### config.mk
export PLATFORM = sky130hd
export DESIGN_NAME = board_tx
export DESIGN_NICKNAME = d
export VERILOG_FILES = /design/src/rtl/ttt_pkg.sv /design/src/rtl/tx_bitcnt.sv /design/src/rtl/board_tx.sv
export SDC_FILE = /design/constraint.sdc
export NUM_CORES = 1
export LEC_CHECK = 0
export ABC_AREA = 1
export CAP_MARGIN = 20
export CORE_AREA = 8 8 78 63
export DETAILED_ROUTE_END_ITERATION = 8
export DIE_AREA = 0 0 86 71
export PLACE_DENSITY = 0.78
export SLEW_MARGIN = 5
export SYNTH_ARGS = -nofsm -noshare
export SYNTH_HDL_FRONTEND = slang
export SYNTH_SLANG_ARGS = --single-unit
### constraint.sdc
create_clock -name clk -period 2.2 [get_ports clk]
set_input_delay 0.44 -clock clk [delete_from_list [all_inputs] [get_ports clk]]
set_output_delay 0.44 -clock clk [all_outputs]
set_load 0.02 [all_outputs]
### src/rtl/ttt_pkg.sv
// Shared definitions for the tic-tac-toe board serialiser: cell encoding, sizes, tx FSM states.
package ttt_pkg;

    typedef enum logic [1:0] {
        EMPTY   = 2'b00,
        X       = 2'b01,
        O       = 2'b10,
        ILLEGAL = 2'b11
    } cell_e;

    localparam int unsigned NUM_CELLS  = 9;
    localparam int unsigned BOARD_W    = 18;
    localparam int unsigned FRAME_BITS = 21;

    typedef enum logic [2:0] {
        IDLE,
        START,
        DATA,
        PARITY,
        STOP
    } tx_state_e;

    function automatic logic has_illegal(input logic [BOARD_W-1:0] b);
        logic found;
        found = 1'b0;
        for (int i = 0; i < NUM_CELLS; i++) begin
            if (cell_e'(b[2*i +: 2]) == ILLEGAL) begin
                found = 1'b1;
            end
        end
        return found;
    endfunction

endpackage

### src/rtl/tx_bitcnt.sv
// Modulo-Modulus counter with enable and a one-cycle wrap pulse on the last enabled count.
module tx_bitcnt #(
    parameter int unsigned Modulus = 4,
    parameter int unsigned Width   = (Modulus > 1) ? $clog2(Modulus) : 1
) (
    input  logic             clk_i,
    input  logic             rst_i,
    input  logic             en_i,
    output logic [Width-1:0] count_o,
    output logic             wrap_o
);

    localparam logic [Width-1:0] Last = Width'(Modulus - 1);

    logic [Width-1:0] count_q, count_d;
    logic             last;

    always_comb begin
        last    = (count_q == Last);
        wrap_o  = en_i && last;
        count_d = count_q;
        if (en_i) begin
            count_d = last ? '0 : count_q + Width'(1);
        end
    end

    always_ff @(posedge clk_i or posedge rst_i) begin
        if (rst_i) begin
            count_q <= '0;
        end else begin
            count_q <= count_d;
        end
    end

    assign count_o = count_q;

endmodule

### src/rtl/board_tx.sv
// Serialises a captured 9-cell board as start + 18 data bits (LSB first) + even parity + stop.
module board_tx
    import ttt_pkg::*;
#(
    parameter int unsigned CLKS_PER_BIT = 4
) (
    input  logic               clk,
    input  logic               reset,
    input  logic [BOARD_W-1:0] board,
    input  logic               start,
    output logic               txd,
    output logic               busy,
    output logic               done,
    output logic               err
);

    localparam int unsigned PerW = $clog2(CLKS_PER_BIT);
    localparam int unsigned IdxW = $clog2(BOARD_W);

    tx_state_e          state_q, state_d;
    logic [BOARD_W-1:0] shadow_q, shadow_d;
    logic               txd_q, txd_d;
    logic               busy_q, busy_d;
    logic               done_q, done_d;
    logic               err_q, err_d;

    logic               per_en, per_wrap;
    logic               idx_en, idx_wrap;
    logic [PerW-1:0]    per_cnt;
    logic [IdxW-1:0]    idx_cnt, idx_nxt;
    logic               illegal, accept;

    tx_bitcnt #(
        .Modulus (CLKS_PER_BIT),
        .Width   (PerW)
    ) u_per_cnt (
        .clk_i   (clk),
        .rst_i   (reset),
        .en_i    (per_en),
        .count_o (per_cnt),
        .wrap_o  (per_wrap)
    );

    tx_bitcnt #(
        .Modulus (BOARD_W),
        .Width   (IdxW)
    ) u_idx_cnt (
        .clk_i   (clk),
        .rst_i   (reset),
        .en_i    (idx_en),
        .count_o (idx_cnt),
        .wrap_o  (idx_wrap)
    );

    always_comb begin
        illegal = has_illegal(board);
        accept  = (state_q == IDLE) && start && !illegal;
        per_en  = (state_q != IDLE);
        idx_en  = (state_q == DATA) && per_wrap;

        state_d = state_q;
        unique case (state_q)
            IDLE:    if (accept)   state_d = START;
            START:   if (per_wrap) state_d = DATA;
            DATA:    if (idx_wrap) state_d = PARITY;
            PARITY:  if (per_wrap) state_d = STOP;
            STOP:    if (per_wrap) state_d = IDLE;
            default: state_d = IDLE;
        endcase

        // Index the bit that will be on the line next cycle so txd can stay a flop.
        idx_nxt = idx_cnt;
        if (idx_wrap) begin
            idx_nxt = '0;
        end else if (idx_en) begin
            idx_nxt = idx_cnt + IdxW'(1);
        end

        shadow_d = accept ? board : shadow_q;

        txd_d = 1'b1;
        unique case (state_d)
            IDLE:    txd_d = 1'b1;
            START:   txd_d = 1'b0;
            DATA:    txd_d = shadow_q[idx_nxt];
            PARITY:  txd_d = ^shadow_q;
            STOP:    txd_d = 1'b1;
            default: txd_d = 1'b1;
        endcase

        busy_d = (state_d != IDLE);
        done_d = (state_q == STOP) && per_wrap;
        err_d  = (state_q == IDLE) && start && illegal;
    end

    always_ff @(posedge clk or posedge reset) begin
        if (reset) begin
            state_q  <= IDLE;
            shadow_q <= '0;
            txd_q    <= 1'b1;
            busy_q   <= 1'b0;
            done_q   <= 1'b0;
            err_q    <= 1'b0;
        end else begin
            state_q  <= state_d;
            shadow_q <= shadow_d;
            txd_q    <= txd_d;
            busy_q   <= busy_d;
            done_q   <= done_d;
            err_q    <= err_d;
        end
    end

    assign txd  = txd_q;
    assign busy = busy_q;
    assign done = done_q;
    assign err  = err_q;

    per_cnt_in_range: assert property (@(posedge clk) disable iff (reset)
        32'(per_cnt) < CLKS_PER_BIT);

endmodule

Word-level counts from Yosys, hierarchy flattened. Index checks and enable logic that the tools add are counted.

Latch bits: 0. Bits in read-only memories: 0. Bits in writable memories: 0. Memories kept: 0. Bits in registers: 32. Logic and storage cells: 63.

Magnitude comparators: 1. Multiply operators: 0. Divide/modulo/power cells: 0. Bitwise logic cells: 0. Muxes and demuxes: 22. Shift-type cells: 0. Reduce and logical (&&, ||, !) cells: 12. Add/sub/neg operators: 2. Equal/unequal tests: 18.

Operators with widths (count): equality test 2 bit (second input constant) (10); XOR reduction 18 bit (1); 2-to-1 mux 3 bit (5); 2-to-1 mux 5 bit (3); case mux 3 bit (5 select lines) (1); equality test 3 x 2 -> 1 bit (second input constant) (4); 2-to-1 mux 1 bit (10); logical AND 1 bit (7); equality test 3 x 1 -> 1 bit (second input constant) (2); < comparator 5 x 6 -> 1 bit (second input constant) (1); nonzero test 3 bit (2); adder 5 x 1 -> 5 bit (second input constant) (1); binary-select mux 1 bit (select 5 bit) (1); equality test 5 bit (second input constant) (1); equality test 3 bit (second input constant) (1); logical NOT 3 bit (1); case mux 1 bit (3 select lines) (1); adder 2 x 1 -> 2 bit (second input constant) (1); 2-to-1 mux 2 bit (1); logical NOT 1 bit (1).

Longest topological paths before layout. Gate-level depths: netlist (run 1).

Depth after elaboration: 16. Gate-level depth with buffers: 18. Depth with buffers taken out: 18.

Hierarchy. From an unflattened synthesis (run 1), not the netlist that was laid out.

Cells, all modules: 262. Area, all modules: 2042.0 um^2.

Modules (own cells, without submodules): board_tx (cells an instance 215, area each 1660.3 um^2, seq. area each 626.9 um^2, instances 1); tx_bitcnt at u_idx_cnt (cells an instance 33, area each 277.8 um^2, seq. area each 125.1 um^2, instances 1); tx_bitcnt at u_per_cnt (cells an instance 14, area each 103.8 um^2, seq. area each 50.0 um^2, instances 1).

Least setup slack after synthesis (run 1). No wires, ideal clock.

Kind: register to register. Start: reg u_idx_cnt.count_q[1] (netlist: u_idx_cnt.count_o[1]). End: reg txd_q (netlist: txd). Path buffers: 0. Stages on the path, launching flop included: 19. Slack: 0.583 ns. Clock period less this slack: 1.617 ns. Data arrival time: 1.541 ns. Cell sequence: dfrtp_1 inv_1 ha_1 nand2_1 inv_1 nand2_1 nand2_1 nand2_4 nand2_8 nand2_1 nand3_1 nand2_1 nand2_1 nand2_1 inv_1 nand2_1 nand2_1 nand2_1 nand2_1.

Longest elaborated chain between the ends: 6.

Ends and longest elaborated chain: start, declared (line tx_bitcnt.sv:15) `logic [Width-1:0] count_q, count_d;`; start signal, assigned (line tx_bitcnt.sv:31) `count_q <= count_d;`; adder 5 x 1 -> 5 bit / equality test 5 bit (equally long branches) (line board_tx.sv:76, tx_bitcnt.sv:19); 2-to-1 mux 5 bit / logical AND 1 bit (equally long branches) (line board_tx.sv:75, tx_bitcnt.sv:20); 2-to-1 mux 5 bit / 2-to-1 mux 3 bit (equally long branches) (line board_tx.sv:73, board_tx.sv:65); binary-select mux 1 bit (select 5 bit) / case mux 3 bit (5 select lines) (equally long branches) (line board_tx.sv:85, board_tx.sv:62); 2-to-1 mux 1 bit (implied by the code), or another cell as far along (line board_tx.sv:85) `DATA: txd_d = shadow_q[idx_nxt];`; case mux 1 bit (3 select lines) (*) (line board_tx.sv:82) `unique case (state_d)`; net txd_d (line board_tx.sv:22) `logic txd_q, txd_d;`; end signal, assigned (line board_tx.sv:107) `txd_q <= txd_d;`; end, declared (line board_tx.sv:22).

The timed path passes the listed nets; every way through them passes the cells marked *. The select of a mux whose other input is x is not followed. A chain may end at the register's enable or synchronous reset.

Final worst setup path (run 1).
Start: reg u_per_cnt.count_q[0] (netlist: u_per_cnt.count_o[0]). End: reg txd_q (netlist: txd).

Longest elaborated chain between the ends: 8.

Ends and longest elaborated chain: start, declared (line tx_bitcnt.sv:15); start signal, assigned (line tx_bitcnt.sv:31); equality test 2 bit (*) (line tx_bitcnt.sv:19) `last = (count_q == Last);`; logical AND 1 bit (*) (line tx_bitcnt.sv:20) `wrap_o = en_i && last;`; logical AND 1 bit (line board_tx.sv:59) `idx_en = (state_q == DATA) && per_wrap;`; 2-to-1 mux 5 bit / logical AND 1 bit (equally long branches) (line board_tx.sv:75, tx_bitcnt.sv:20); 2-to-1 mux 5 bit / 2-to-1 mux 3 bit (equally long branches) (line board_tx.sv:73, board_tx.sv:65); binary-select mux 1 bit (select 5 bit) / case mux 3 bit (5 select lines) (equally long branches) (line board_tx.sv:85, board_tx.sv:62); 2-to-1 mux 1 bit (implied by the code), or another cell as far along (line board_tx.sv:85); case mux 1 bit (3 select lines) (*) (line board_tx.sv:82); net txd_d (line board_tx.sv:22).

Marked as above.

==> impl_metrics.py, run 1 <==
metrics = {
    "status": {
        "status": "finished clean",
    },
    "cts": {
        "clk_root_buffer_cell": "clkbuf_8",
        "cts_tree": "built",
        "ctsHoldBuffers": 0,
        "clk_latency_ns": 0.28,
        "cts.sinks": 32,
        "post_cts_buffers": 0,
        "ctsResizeCount": 0,
        "cts_htree_levels": 2,
        "clk_pin_slew_ns": 0.06,
        "numCtsBuffers": 5,
        "cts_buffer_depth": 2,
    },
    "synthesis": {
        "ys_types": 35,
        "yosysTopAreaCell": "dfrtp_1",
        "syn-num-nets": 258,
        "seq_area_frac_synth_pct": 41.0,
        "syn_avg_cell_area_um2": 8.36,
        "yosysWarnings": 0,
        "synth_top_cells_by_area": "dfrtp_1, nand2_1, nand3_1, inv_1, xnor2_1",
        "synth_top_area_share_pct": 39.6,
        "synthFlopType": "dfrtp_1",
        "syn-instance-count": 234,
        "syn_area_mm2": 0.00196,
        "synth_edf_count": 0,
        "ys_seq_elements": 32,
        "async_reset_ff_share_pct": 100,
    },
    "worst_hold_path": {
        "hold_path.class": "reg2reg",
    },
    "pwr": {
        "clkPwrFrac_pct": 41.3,
        "power.switching_mw": 0.238,
        "swShare_pct": 21.3,
        "pwr-share-seq_pct": 52.8,
        "combPwrFrac_pct": 5.9,
        "power.density_mw_per_mm2": 469,
        "p_total_mw": 1.11,
        "leakage_nw": 1.18,
        "irDropWorstVdd_mv": 0.502,
        "internal-power_mw": 0.876,
    },
    "setup_path": {
        "crit_buf_inv": 2,
        "slowest_stage": "dfrtp_1",
        "crit_required_ns": 2.41,
        "cp.arrival_ns": 2.12,
        "start_kind": "flop",
        "critPathMostFrequentCell": "nand2_1",
        "critPathMaxFanout": 10,
        "cpPeakStageDelay_ns": 0.38,
        "crit_type": "reg2reg",
        "path_delay_family": "simple AND/OR/NAND/NOR gates",
        "timing.critical_path.cells": "ha_1 -> inv_1 -> nor2_4 -> nand2_4 -> nand2_8 -> nand2_1 -> nand3_1 -> nand3_1 -> nand2_1 -> inv_1 -> nand2_1 -> nand2_1 -> nand2_1 -> nand2_1",
        "crit_path_end_kind": "flop",
    },
    "sta": {
        "period_share_pct": 86.4,
        "max_freq_mhz": 526,
        "maxSlewViolCount": 0,
        "fin_worst_skew_ns": 0.00297,
        "finalSetupTns_ns": 0,
        "hold_viol_final": 0,
        "relSlewSlack_pct": 63.2,
        "tightest_slew_ns": 0.552,
        "setup_viol": 0,
        "layout_min_cycle_time_ns": 1.90,
        "grt_setup_unrepaired": "false",
    },
    "place": {
        "routabilityCongestion": 0.823,
        "dp_hpwl_mm": 3.28,
        "io_buffer_count": 24,
    },
    "global_routing": {
        "grt_overflow": 0,
        "grt_pass1_vias": 1615,
        "antenna_found_initial": 0,
        "grt_max_degree": 26,
        "grt_use_total_pct": 14.6,
        "grt_pass1_wl_mm": 7.20,
    },
    "die": {
        "io-pin-count": 25,
        "die_y_um": 71,
        "fp-row-count": 20,
        "core_mm2": 0.00378,
        "die-area_mm2": 0.00611,
        "die_w_um": 86,
        "start_util_pct": 51.8,
    },
    "cells_and_area": {
        "fin_nets": 289,
        "layout_commonest_cell": "nand2_1",
        "drive_gt1_share_pct": 14.7,
        "layout_common_cells": "nand2_1, dfrtp_1, inv_1",
        "syn_to_final_growth_pct": 21.4,
        "num_antenna_cells": 0,
    },
    "routing": {
        "firstDrtPassIters": 4,
        "drcViolationCount": 0,
        "num_vias": 1599,
        "wl_mm": 4.07,
        "drtIter0Drc": 90,
        "viasPerCell": 4.98,
        "wl_per_cell_um": 12.7,
        "ant_nets": 0,
    },
    "run": {
        "cap_viol_max_count": 0,
    },
}
==> cells by family (layout without fill, tap and decap cells) <==
kind of cell,Yosys count,in the layout,synth area share [%]
simple gates,115,115,28.6
buf+inv,35,67,7.67
flops,32,32,41.0
compound gates,24,24,7.55
xor+xnor,15,15,6.71
mux,10,10,6.52
fa+ha+maj,3,3,1.92
==> worst reg2reg max path, stage by stage, from the launching register on <==
cell and delay, ns:
dfrtp_1 0.38, ha_1 0.31, inv_1 0.16, nor2_4 0.20, nand2_4 0.13, nand2_8 0.11
nand2_1 0.07, nand3_1 0.08, nand3_1 0.07, nand2_1 0.06, inv_1 0.04, nand2_1 0.06
nand2_1 0.05, nand2_1 0.05, nand2_1 0.04
==> cells in the mapped netlist, types with 4 or more instances <==
cell type	instances
nand2_1	56
dfrtp_1	31
inv_1	30
nand3_1	26
nor2_1	16
xnor2_1	11
a21oi_1	8
mux2_2	6
o21ai_0	6
mux2_4	4
xor2_1	4
==> metrics by stage <==
step	setup WS, ns	cells	hold slack (ns)	utilization [%]	instance area [um^2]
CTS	0.292	321	0.496	62.9	2380
floorplan	0.583	234	0.453	-	1960
finish	0.298	321	0.492	62.9	2380
detailed placement	0.0780	313	0.481	60.4	2280
global route	0.0985	321	0.527	62.9	2380
global placement	0.114	313	0.473	60.4	2280
==> routing by layer <==
layer  GRT usage, %  wire length, um  vias to the layer above
met5              0                0                        -
met4           5.81               61                        0
met3           3.47              155                        7
met2           22.8             1830                       32
met1           19.0             2020                      744
li1               -                -                      816
==> worst paths after layout <==
path,start,end,slack [ns],depth (start not counted)
min reg2reg,u_per_cnt.count_o[1],u_per_cnt.count_o[1],0.49,2
max,u_per_cnt.count_o[0],txd,0.30,14
max in group asynchronous,reset,shadow_q[0],1.20,3
min,u_per_cnt.count_o[1],u_per_cnt.count_o[1],0.49,2
min in group asynchronous,reset,u_per_cnt.count_o[0],0.50,2
max reg2reg,u_per_cnt.count_o[0],txd,0.30,14
==> sequential cells by signal, summed over array words and instances, names as in the netlist <==
| register | cells |
|---|---|
| busy | 1 |
| done | 1 |
| err | 1 |
| shadow_q | 18 |
| state_q | 3 |
| txd | 1 |
| u_idx_cnt.count_o | 5 |
| u_per_cnt.count_o | 2 |
==> final cells by class <==
cell class | instances | area [um^2]
inverter | 32 | 120
clock buffer | 6 | 82.6
tap | 55 | 68.8
timing repair buffer | 27 | 288
fill | 319 | 1400
multi-input combinational | 167 | 1000
clock inverter | 2 | 10.0
sequential | 32 | 802
==> power by group through the flow <==
stage	logic (mW)	clock network [mW]	registers (mW)
3_3_place_gp	0.0662	0	0.599
4_1_cts	0.0669	0.470	0.588
3_5_place_dp	0.0668	0	0.599
6_report	0.0658	0.460	0.588
2_1_floorplan	0.0172	0	0.599
5_1_grt	0.0728	0.494	0.588
No activity file was read; power rests on OpenSTA's default activity.
==> run 2: changes to the inputs <==
--- a/config.mk
+++ b/config.mk
@@ -11,7 +11,6 @@
 export DETAILED_ROUTE_END_ITERATION = 8
 export DIE_AREA = 0 0 86 71
 export PLACE_DENSITY = 0.78
-export SLEW_MARGIN = 5
 export SYNTH_ARGS = -nofsm -noshare
 export SYNTH_HDL_FRONTEND = slang
 export SYNTH_SLANG_ARGS = --single-unit
==> constraint.sdc (replaced) <==
create_clock -name clk -period 1.8 [get_ports clk]
set_input_delay 0.36 -clock clk [delete_from_list [all_inputs] [get_ports clk]]
set_output_delay 0.36 -clock clk [all_outputs]
set_load 0.02 [all_outputs]
==> impl_metrics.py, run 2 (same netlist as run 1, synthesis figures left out) <==
metrics = {
    "setup_path": {
        "crit_path_end_kind": "flop",
        "critPathMaxFanout": 3,
        "worstRegToRegCells": 14,
        "cp.arrival_ns": 2.17,
        "r2r_end": "txd",
        "regToRegSetupSlack_ns": -0.15,
        "critPathMostFrequentCell": "nand2_1",
        "crit_required_ns": 2.01,
        "timing.critical_path.cells": "buf_4 -> ha_2 -> xor2_1 -> nand2_2 -> nor2_4 -> nor2_4 -> nor2_1 -> nand3_1 -> nand2_1 -> inv_1 -> nand2_1 -> nand2_1 -> nand2_1 -> nand2_1",
        "start_kind": "flop",
        "cpPeakStageDelay_ns": 0.40,
        "crit_type": "reg2reg",
        "reg2reg_from": "u_idx_cnt.count_o[0]",
        "slowest_stage": "dfrtp_1",
    },
    "cells_and_area": {
        "largest_register": "shadow_q",
        "layout_common_cells": "nand2_1, dfrtp_1, inv_1",
        "drive_gt1_share_pct": 24.2,
        "layout_commonest_cell": "nand2_1",
        "nFillCells": 293,
        "largest_reg_flops": 18,
        "syn_to_final_growth_pct": 32.5,
        "num_antenna_cells": 0,
        "fin_nets": 304,
        "final_cells": 336,
        "post-route-util_pct": 68.6,
    },
    "cts": {
        "cts_tree": "built",
        "clk_latency_ns": 0.28,
        "numCtsBuffers": 5,
        "cts.sinks": 32,
        "clk_pin_slew_ns": 0.07,
        "clk_root_buffer_cell": "clkbuf_8",
        "ctsHoldBuffers": 0,
        "cts_htree_levels": 2,
        "cts_buffer_depth": 2,
    },
    "die": {
        "fp-row-count": 20,
        "core_mm2": 0.00378,
        "die_w_um": 86,
        "io-pin-count": 25,
        "start_util_pct": 51.8,
        "die-area_mm2": 0.00611,
        "die_y_um": 71,
    },
    "routing": {
        "num_vias": 1691,
        "drtIter0Drc": 125,
        "ant_nets": 0,
        "viasPerCell": 5.03,
        "wl_per_cell_um": 13.3,
        "firstDrtPassIters": 4,
        "wl_mm": 4.47,
        "drcViolationCount": 0,
    },
    "sta": {
        "fin_worst_skew_ns": 0.00516,
        "grt_setup_unrepaired": "true",
        "tightest_slew_ns": 0.413,
        "finalWorstSetupSlack_ns": -0.153,
        "finalSetupTns_ns": -0.153,
        "layout_min_cycle_time_ns": 1.95,
        "max_freq_mhz": 512,
        "period_share_pct": 109,
        "setup_viol": 1,
        "maxSlewViolCount": 0,
        "relSlewSlack_pct": 72.5,
        "hold_viol_final": 0,
    },
    "place": {
        "place_ws_ns": -0.216,
        "routabilityCongestion": 0.829,
        "dpl.cell_count": 325,
        "dp_hpwl_mm": 3.14,
        "io_buffer_count": 24,
    },
    "global_routing": {
        "antenna_found_initial": 0,
        "grt_pass1_wl_mm": 7.22,
        "grt_pass1_vias": 1606,
        "grt_max_degree": 33,
        "grt_use_total_pct": 14.3,
        "grt_overflow": 0,
    },
    "status": {
        "status": "finished, violations left",
        "failed_checks": "negative setup slack",
    },
    "pwr": {
        "p_total_mw": 1.49,
        "power.density_mw_per_mm2": 573,
        "irDropWorstVdd_mv": 0.510,
        "leakage_nw": 1.26,
    },
    "run": {
        "cap_viol_max_count": 0,
    },
    "worst_hold_path": {
        "hold_path.class": "in2async",
    },
}
[run 2: worst max path at each step]
stage                     slack [ns]  cells after the start          end            startpoint
after floorplan                 0.18                     18          txd  u_idx_cnt.count_o[1]
after global placement         -0.18                      7  shadow_q[3]              board[1]
after detailed placement       -0.22                      7  shadow_q[3]              board[1]
after CTS                       0.03                     14          txd  u_per_cnt.count_o[0]
after global routing           -0.28                     14          txd  u_idx_cnt.count_o[0]
final                          -0.15                     14          txd  u_idx_cnt.count_o[0]
[run 2: metrics by stage]
stage / hold WS [ns] / instance area, um^2
after floorplan: 0.453 / 1960
after global placement: 0.476 / 2360
after detailed placement: 0.494 / 2360
after CTS: 0.477 / 2480
after global routing: 0.529 / 2590
final: 0.466 / 2590
[run 2: metal layers]
layer	vias to the layer above	routed length (um)	global-route usage [%]	share of wire, %
met5	-	0	0	0
met4	0	40	2.91	0.90
met3	4	192	3.70	4.3
met2	46	2120	22.0	47
met1	796	2110	19.4	47
li1	845	-	-	-
[run 2: final cells by class]
class	count	area, um^2	area share (%)
inverter	32	123	4.73
clock inverter	3	42.5	1.64
clock buffer	5	68.8	2.65
sequential	32	803	31.0
multi-input combinational	170	1110	43.0
timing repair buffer	39	373	14.4
tap	55	68.8	2.65
[run 2: timing repair]
| item | CTS | global route |
|---|---|---|
| pin swaps | 0 | 10 |
| resized for setup | 2 | 22 |
| setup buffers | 0 | 0 |
| gates cloned | 0 | 3 |
| setup endpoints to repair | 1 | 9 |
[run 2: report_power, final]
| part | total (mW) | switching [mW] | internal (mW) | leakage, nW |
|---|---|---|---|---|
| logic | 0.0874 | 0.0352 | 0.0522 | 0.819 |
| clock network | 0.680 | 0.271 | 0.409 | 0.0541 |
| registers | 0.719 | 0 | 0.719 | 0.392 |
| total | 1.49 | 0.306 | 1.18 | 1.26 |
[run 2: worst max-delay path, delay by kind of cell (launching register included)]
kind / cells / cell delay (ns)
AND/OR/NAND/NOR: 10 / 0.89
flip-flops: 1 / 0.40
XOR/XNOR: 1 / 0.20
buffers and inverters: 2 / 0.19
adder cells (fa/ha/maj): 1 / 0.19
